===== src/rtl/rc4_ksa_engine.sv =====
// rc4_ksa_engine: RC4 key-scheduling engine (optional identity init + swap pass) over a single-port sync S-box RAM
// Ports: clk, reset_n (async active-low); start/init_en/secret_key from the controller, busy/done back to it;
// ram_address/ram_data/ram_wren (registered) to the S-box RAM, ram_q read data returned one cycle after the address is registered.
module rc4_ksa_engine #(
  parameter int ADDR_W    = 8,
  parameter int KEY_BYTES = 3
) (
  input  logic                   clk,
  input  logic                   reset_n,
  input  logic                   start,
  input  logic                   init_en,
  input  logic [KEY_BYTES*8-1:0] secret_key,
  input  logic [ADDR_W-1:0]      ram_q,
  output logic [ADDR_W-1:0]      ram_address,
  output logic [ADDR_W-1:0]      ram_data,
  output logic                   ram_wren,
  output logic                   busy,
  output logic                   done
);
  localparam int KW = KEY_BYTES > 1 ? $clog2(KEY_BYTES) : 1;
  localparam logic [ADDR_W-1:0] LAST = '1;
  typedef enum logic [3:0] {IDLE, INIT, RD_I, WT_I, CAP_I, RD_J, WT_J, CAP_J, WR_J, WR_I, NEXT, DONE} state_t;
  state_t state_q, state_d;
  logic [ADDR_W-1:0] i_q, i_d, j_q, j_d, si_q, si_d, sj_q, sj_d;
  logic [ADDR_W-1:0] addr_q, addr_d, data_q, data_d;
  logic [KW-1:0] k_q, k_d;
  logic wren_q, wren_d;
  logic [ADDR_W-1:0] key_low;
  // key byte k, MSB-first, already truncated to the S-box width
  assign key_low = secret_key[8*(KEY_BYTES-1-int'(k_q)) +: ADDR_W];
  // RAM strobes are computed on the transition into a state so they are
  // presented during INIT, WR_J and WR_I themselves
  always_comb begin
    state_d = state_q;
    i_d = i_q;
    j_d = j_q;
    k_d = k_q;
    si_d = si_q;
    sj_d = sj_q;
    addr_d = addr_q;
    data_d = data_q;
    wren_d = 1'b0;
    case (state_q)
      IDLE: if (start) begin
        i_d = '0;
        j_d = '0;
        k_d = '0;
        addr_d = '0;
        data_d = '0;
        wren_d = init_en;
        state_d = init_en ? INIT : RD_I;
      end
      INIT: begin
        i_d = i_q + ADDR_W'(1);
        addr_d = i_d;
        data_d = i_d;
        wren_d = i_q != LAST;
        state_d = i_q == LAST ? RD_I : INIT;
      end
      RD_I: begin
        addr_d = i_q;
        state_d = WT_I;
      end
      WT_I: state_d = CAP_I;
      CAP_I: begin
        si_d = ram_q;
        j_d = j_q + ram_q + key_low;
        state_d = RD_J;
      end
      RD_J: begin
        addr_d = j_q == i_q ? addr_q : j_q;
        state_d = j_q == i_q ? NEXT : WT_J;
      end
      WT_J: state_d = CAP_J;
      CAP_J: begin
        sj_d = ram_q;
        addr_d = j_q;
        data_d = si_q;
        wren_d = 1'b1;
        state_d = WR_J;
      end
      WR_J: begin
        addr_d = i_q;
        data_d = sj_q;
        wren_d = 1'b1;
        state_d = WR_I;
      end
      WR_I: state_d = NEXT;
      NEXT: if (i_q == LAST) state_d = DONE;
      else begin
        i_d = i_q + ADDR_W'(1);
        k_d = k_q == KW'(KEY_BYTES-1) ? '0 : k_q + KW'(1);
        state_d = RD_I;
      end
      DONE: state_d = start ? DONE : IDLE;
      default: state_d = IDLE;
    endcase
  end
  always_ff @(posedge clk or negedge reset_n) begin
    if (!reset_n) begin
      state_q <= IDLE;
      i_q <= '0;
      j_q <= '0;
      k_q <= '0;
      si_q <= '0;
      sj_q <= '0;
      addr_q <= '0;
      data_q <= '0;
      wren_q <= 1'b0;
    end else begin
      state_q <= state_d;
      i_q <= i_d;
      j_q <= j_d;
      k_q <= k_d;
      si_q <= si_d;
      sj_q <= sj_d;
      addr_q <= addr_d;
      data_q <= data_d;
      wren_q <= wren_d;
    end
  end
  assign ram_address = addr_q;
  assign ram_data = data_q;
  assign ram_wren = wren_q;
  assign busy = state_q != IDLE && state_q != DONE;
  assign done = state_q == DONE;
endmodule


===== config.mk =====
export PLATFORM = sky130hd
export DESIGN_NAME = rc4_ksa_engine
export DESIGN_NICKNAME = d
export VERILOG_FILES = /design/src/rtl/rc4_ksa_engine.sv
export SDC_FILE = /design/constraint.sdc
export NUM_CORES = 1
export LEC_CHECK = 0
export CAP_MARGIN = 15
export CORE_ASPECT_RATIO = 1.2
export CORE_MARGIN = 3
export CORE_UTILIZATION = 35
export DETAILED_ROUTE_END_ITERATION = 12
export PLACE_DENSITY = 0.65
export SKIP_CTS_REPAIR_TIMING = 1
export SLEW_MARGIN = 20
export SYNTH_ARGS = -nofsm -noshare
export SYNTH_HDL_FRONTEND = slang
export SYNTH_SLANG_ARGS = --single-unit

===== constraint.sdc =====
create_clock -name clk -period 3.95 [get_ports clk]
set_input_delay 0.9875 -clock clk [delete_from_list [all_inputs] [get_ports clk]]
set_output_delay 0.9875 -clock clk [all_outputs]
set_load 0.03 [all_outputs]

==> flow_summary.toml <==
[floorplanning]
core_area_mm2 = 0.00976
ios = 55
initial_utilization_pct = 36.7
dieWidth_um = 98.3
die_y_um = 117
rows = 39
dieArea_mm2 = 0.0115

[final_layout]
num-fill-cells = 940
drive_gt1_share_pct = 10.7
n_antenna_cell = 0
synthToLayoutAreaGrowth_pct = 21.4
final-instance-count-excl-fill = 535
nNetsFinal = 465

[sta]
timing.final.crit_share_pct = 87.3
max_freq_mhz = 290
skew_ps = 8.09
hold_viol_final = 0
drv_slew = 0
fin_crit_ps = 3450
setup_viol = 0
max-slew-margin-rel_pct = 43.4
holdWs_ps = 477
rsz0062_at_grt = "no"
worst_pin_slew_ps = 847
setup_tns_ps = 0

[drt]
vias_per_cell = 5.46
firstDrtPassIters = 5
dr.first_iter.drc_count = 282
drc = 0
wirelength_mm = 8.59
ant_nets = 0
avgRoutedWirePerCell_um = 16.1
vias = 2919

[global_routing]
grt_pass1_wl_mm = 13.9
grt_use_met1_pct = 18.6
grt.met2_usage_pct = 27.3
grt_max_degree = 38
grt_antenna_before_repair = 0
grt_pass1_vias = 2851
grt_overflow = 0
grt_use_met3_pct = 2.19
grt.busiest_layer = "met2"
gr-usage-all-layers_pct = 15.2

[synthesis]
synth_edf_count = 0
syn_area_mm2 = 0.00358
synth_cell_type_count = 56
synth_area_per_cell_um2 = 9.75
synth_top_area_cell = "dfrtp_1"
synth-seq-cells = 55
ys_warn_count = 0
syn_inst = 367
synth_nets = 421
yosys-top-cells-area = "dfrtp_1, mux2_2, fa_1"
async_flop_share_pct = 100
ys.flop_type = "dfrtp_1"
synth_top_cell_area_share_pct = 38.4
ys_seq_area_share_pct = 38.4

[clocking]
clk_latency_ps = 300
cts_sinks = 55
htree_levels = 2
tritoncts = "built"
cts.path.max_buffers = 2
clock-root-buffer = "clkbuf_16"
cts_buffers = 5
clk_pin_slew_worst_paths_ps = 70

[placement]
dp_cells = 527
io_buffer_count = 54
gp_congestion = 0.896
hpwlAfterDp_mm = 6.46

[pwr]
cellPowerDensity_mw_per_mm2 = 804
leakagePower_uw = 0.00186
peakVddDrop_mv = 0.287

[worst_setup_path]
cp_max_fo = 3
endpoint = "j_q[7]"
crit_arrival_ps = 3670
required_ps = 4180
start_kind = "input pin"
crit_start = "secret_key[1]"
r2r_start = "k_q[1]"
rr_worst_depth = 15
r2r-end = "j_q[7]"
worstSetupPathType = "input pin to flip-flop"
critPathCaptureType = "flip-flop"
r2r_slack_ps = 520

[run_status]
outcome = "finished, final reports clean"

[worst_hold_path]
hp-class = "flip-flop to flip-flop"

[job]
drv_cap = 0
## flip-flops by register name, summed over array words and instances (netlist names)
register and cells:
i_q 8, ram_address 8, sj_q 8, k_q 2
ram_wren 1, j_q 8, state_q 4, ram_data 8
si_q 8
## through the flow
stage	setup WS, ps	area [µm²]	total power (µW)	utilization, %
after global routing	167	4350	3790	44.5
after floorplan	324	3580	2490	-
after CTS	491	4340	3510	44.5
final	503	4350	3490	44.5
after detailed placement	175	4190	3040	42.9
after global placement	267	4190	2970	42.9
## cells by family (layout without fill, tap and decap cells)
logic type / count (synthesis) / count (layout) / share of synthesized area, %
mux: 33 / 33 / 10.1
buf+inv: 44 / 89 / 5.59
fa+ha+maj: 18 / 18 / 7.97
xor+xnor: 20 / 20 / 4.89
compound gates: 88 / 88 / 17.0
simple gates: 109 / 109 / 16.0
flops: 55 / 55 / 38.4
## routing by layer
| metal | part of all wire [%] | routed length (µm) |
|---|---|---|
| met3 | 5.5 | 474 |
| met4 | 1.9 | 163 |
| met5 | 0 | 0 |
| met2 | 50 | 4290 |
| met1 | 43 | 3660 |
## final cells by class
cell class / instances / area [µm²] / area share [%]
clock inverters: 3 / 25.0 / 0.576
multi-input cells: 268 / 2010 / 46.2
well taps: 123 / 154 / 3.54
flip-flops and latches: 55 / 1380 / 31.7
inverters: 22 / 82.6 / 1.90
clock buffers: 5 / 125 / 2.88
repair buffers: 59 / 573 / 13.2
## worst min path at each step
| stage | startpoint | end | depth (start not counted) |
|---|---|---|---|
| after floorplan | sj_q[1] | ram_data[1] | 2 |
| after global routing | ram_address[6] | ram_address[6] | 1 |
| after detailed placement | ram_data[4] | ram_data[4] | 2 |
| after global placement | ram_data[0] | ram_data[0] | 2 |
| after CTS | ram_data[4] | ram_data[4] | 2 |
| final | ram_data[4] | ram_data[4] | 2 |
## cells in the mapped netlist, drive strengths merged, types with 2 or more instances
cell	number
nor2b	4
o21ai	24
buf	18
fa	8
and2	4
o31ai	2
mux2	24
a311oi	2
a22o	5
or2	2
ha	10
clkbuf	4
nor2	24
a21boi	2
a221oi	3
a21o	7
nand2b	10
inv	22
nand3	5
xnor2	15
a221o	3
a21oi	16
xor2	5
nor3	14
nand4	3
a222oi	7
a22oi	4
o311ai	2
and3	3
nand2	29
dfrtp	55
or3	2
nor4b	2
mux2i	9
a211oi	2
a31oi	5
## power breakdown
group	internal, µW	switching (µW)	leakage (µW)
clock network	240	214	0.0000708
logic	924	1070	0.00108
registers	783	264	0.000705
## critical path: stages
cell,delay (ps)
clkdlybuf4s50_1,390
mux2i_1,130
nor2_1,50
a31oi_1,150
nor2_1,80
fa_1,500
ha_1,170
inv_1,60
fa_1,370
nand2b_1,200
a21oi_1,200
o22ai_1,130
xnor2_1,130
o21ai_0,140
## cells in the final DEF, fill, tap and decap left out, drive strengths merged, types with 3 or more instances in the layout
cell	instances
and3	3
nand2	29
a221oi	3
nand3	5
inv	24
and2	4
nand4	3
mux2	24
fa	8
a222oi	7
a22oi	4
nor2	24
nand2b	10
xnor2	15
a21o	7
clkbuf	5
clkdlybuf4s50	53
nor2b	4
buf	6
nor3	14
a22o	5
ha	10
a21oi	16
dfrtp	55
a221o	3
o21ai	24
xor2	5
mux2i	9
a31oi	5
(Power assumes the default switching activity.)
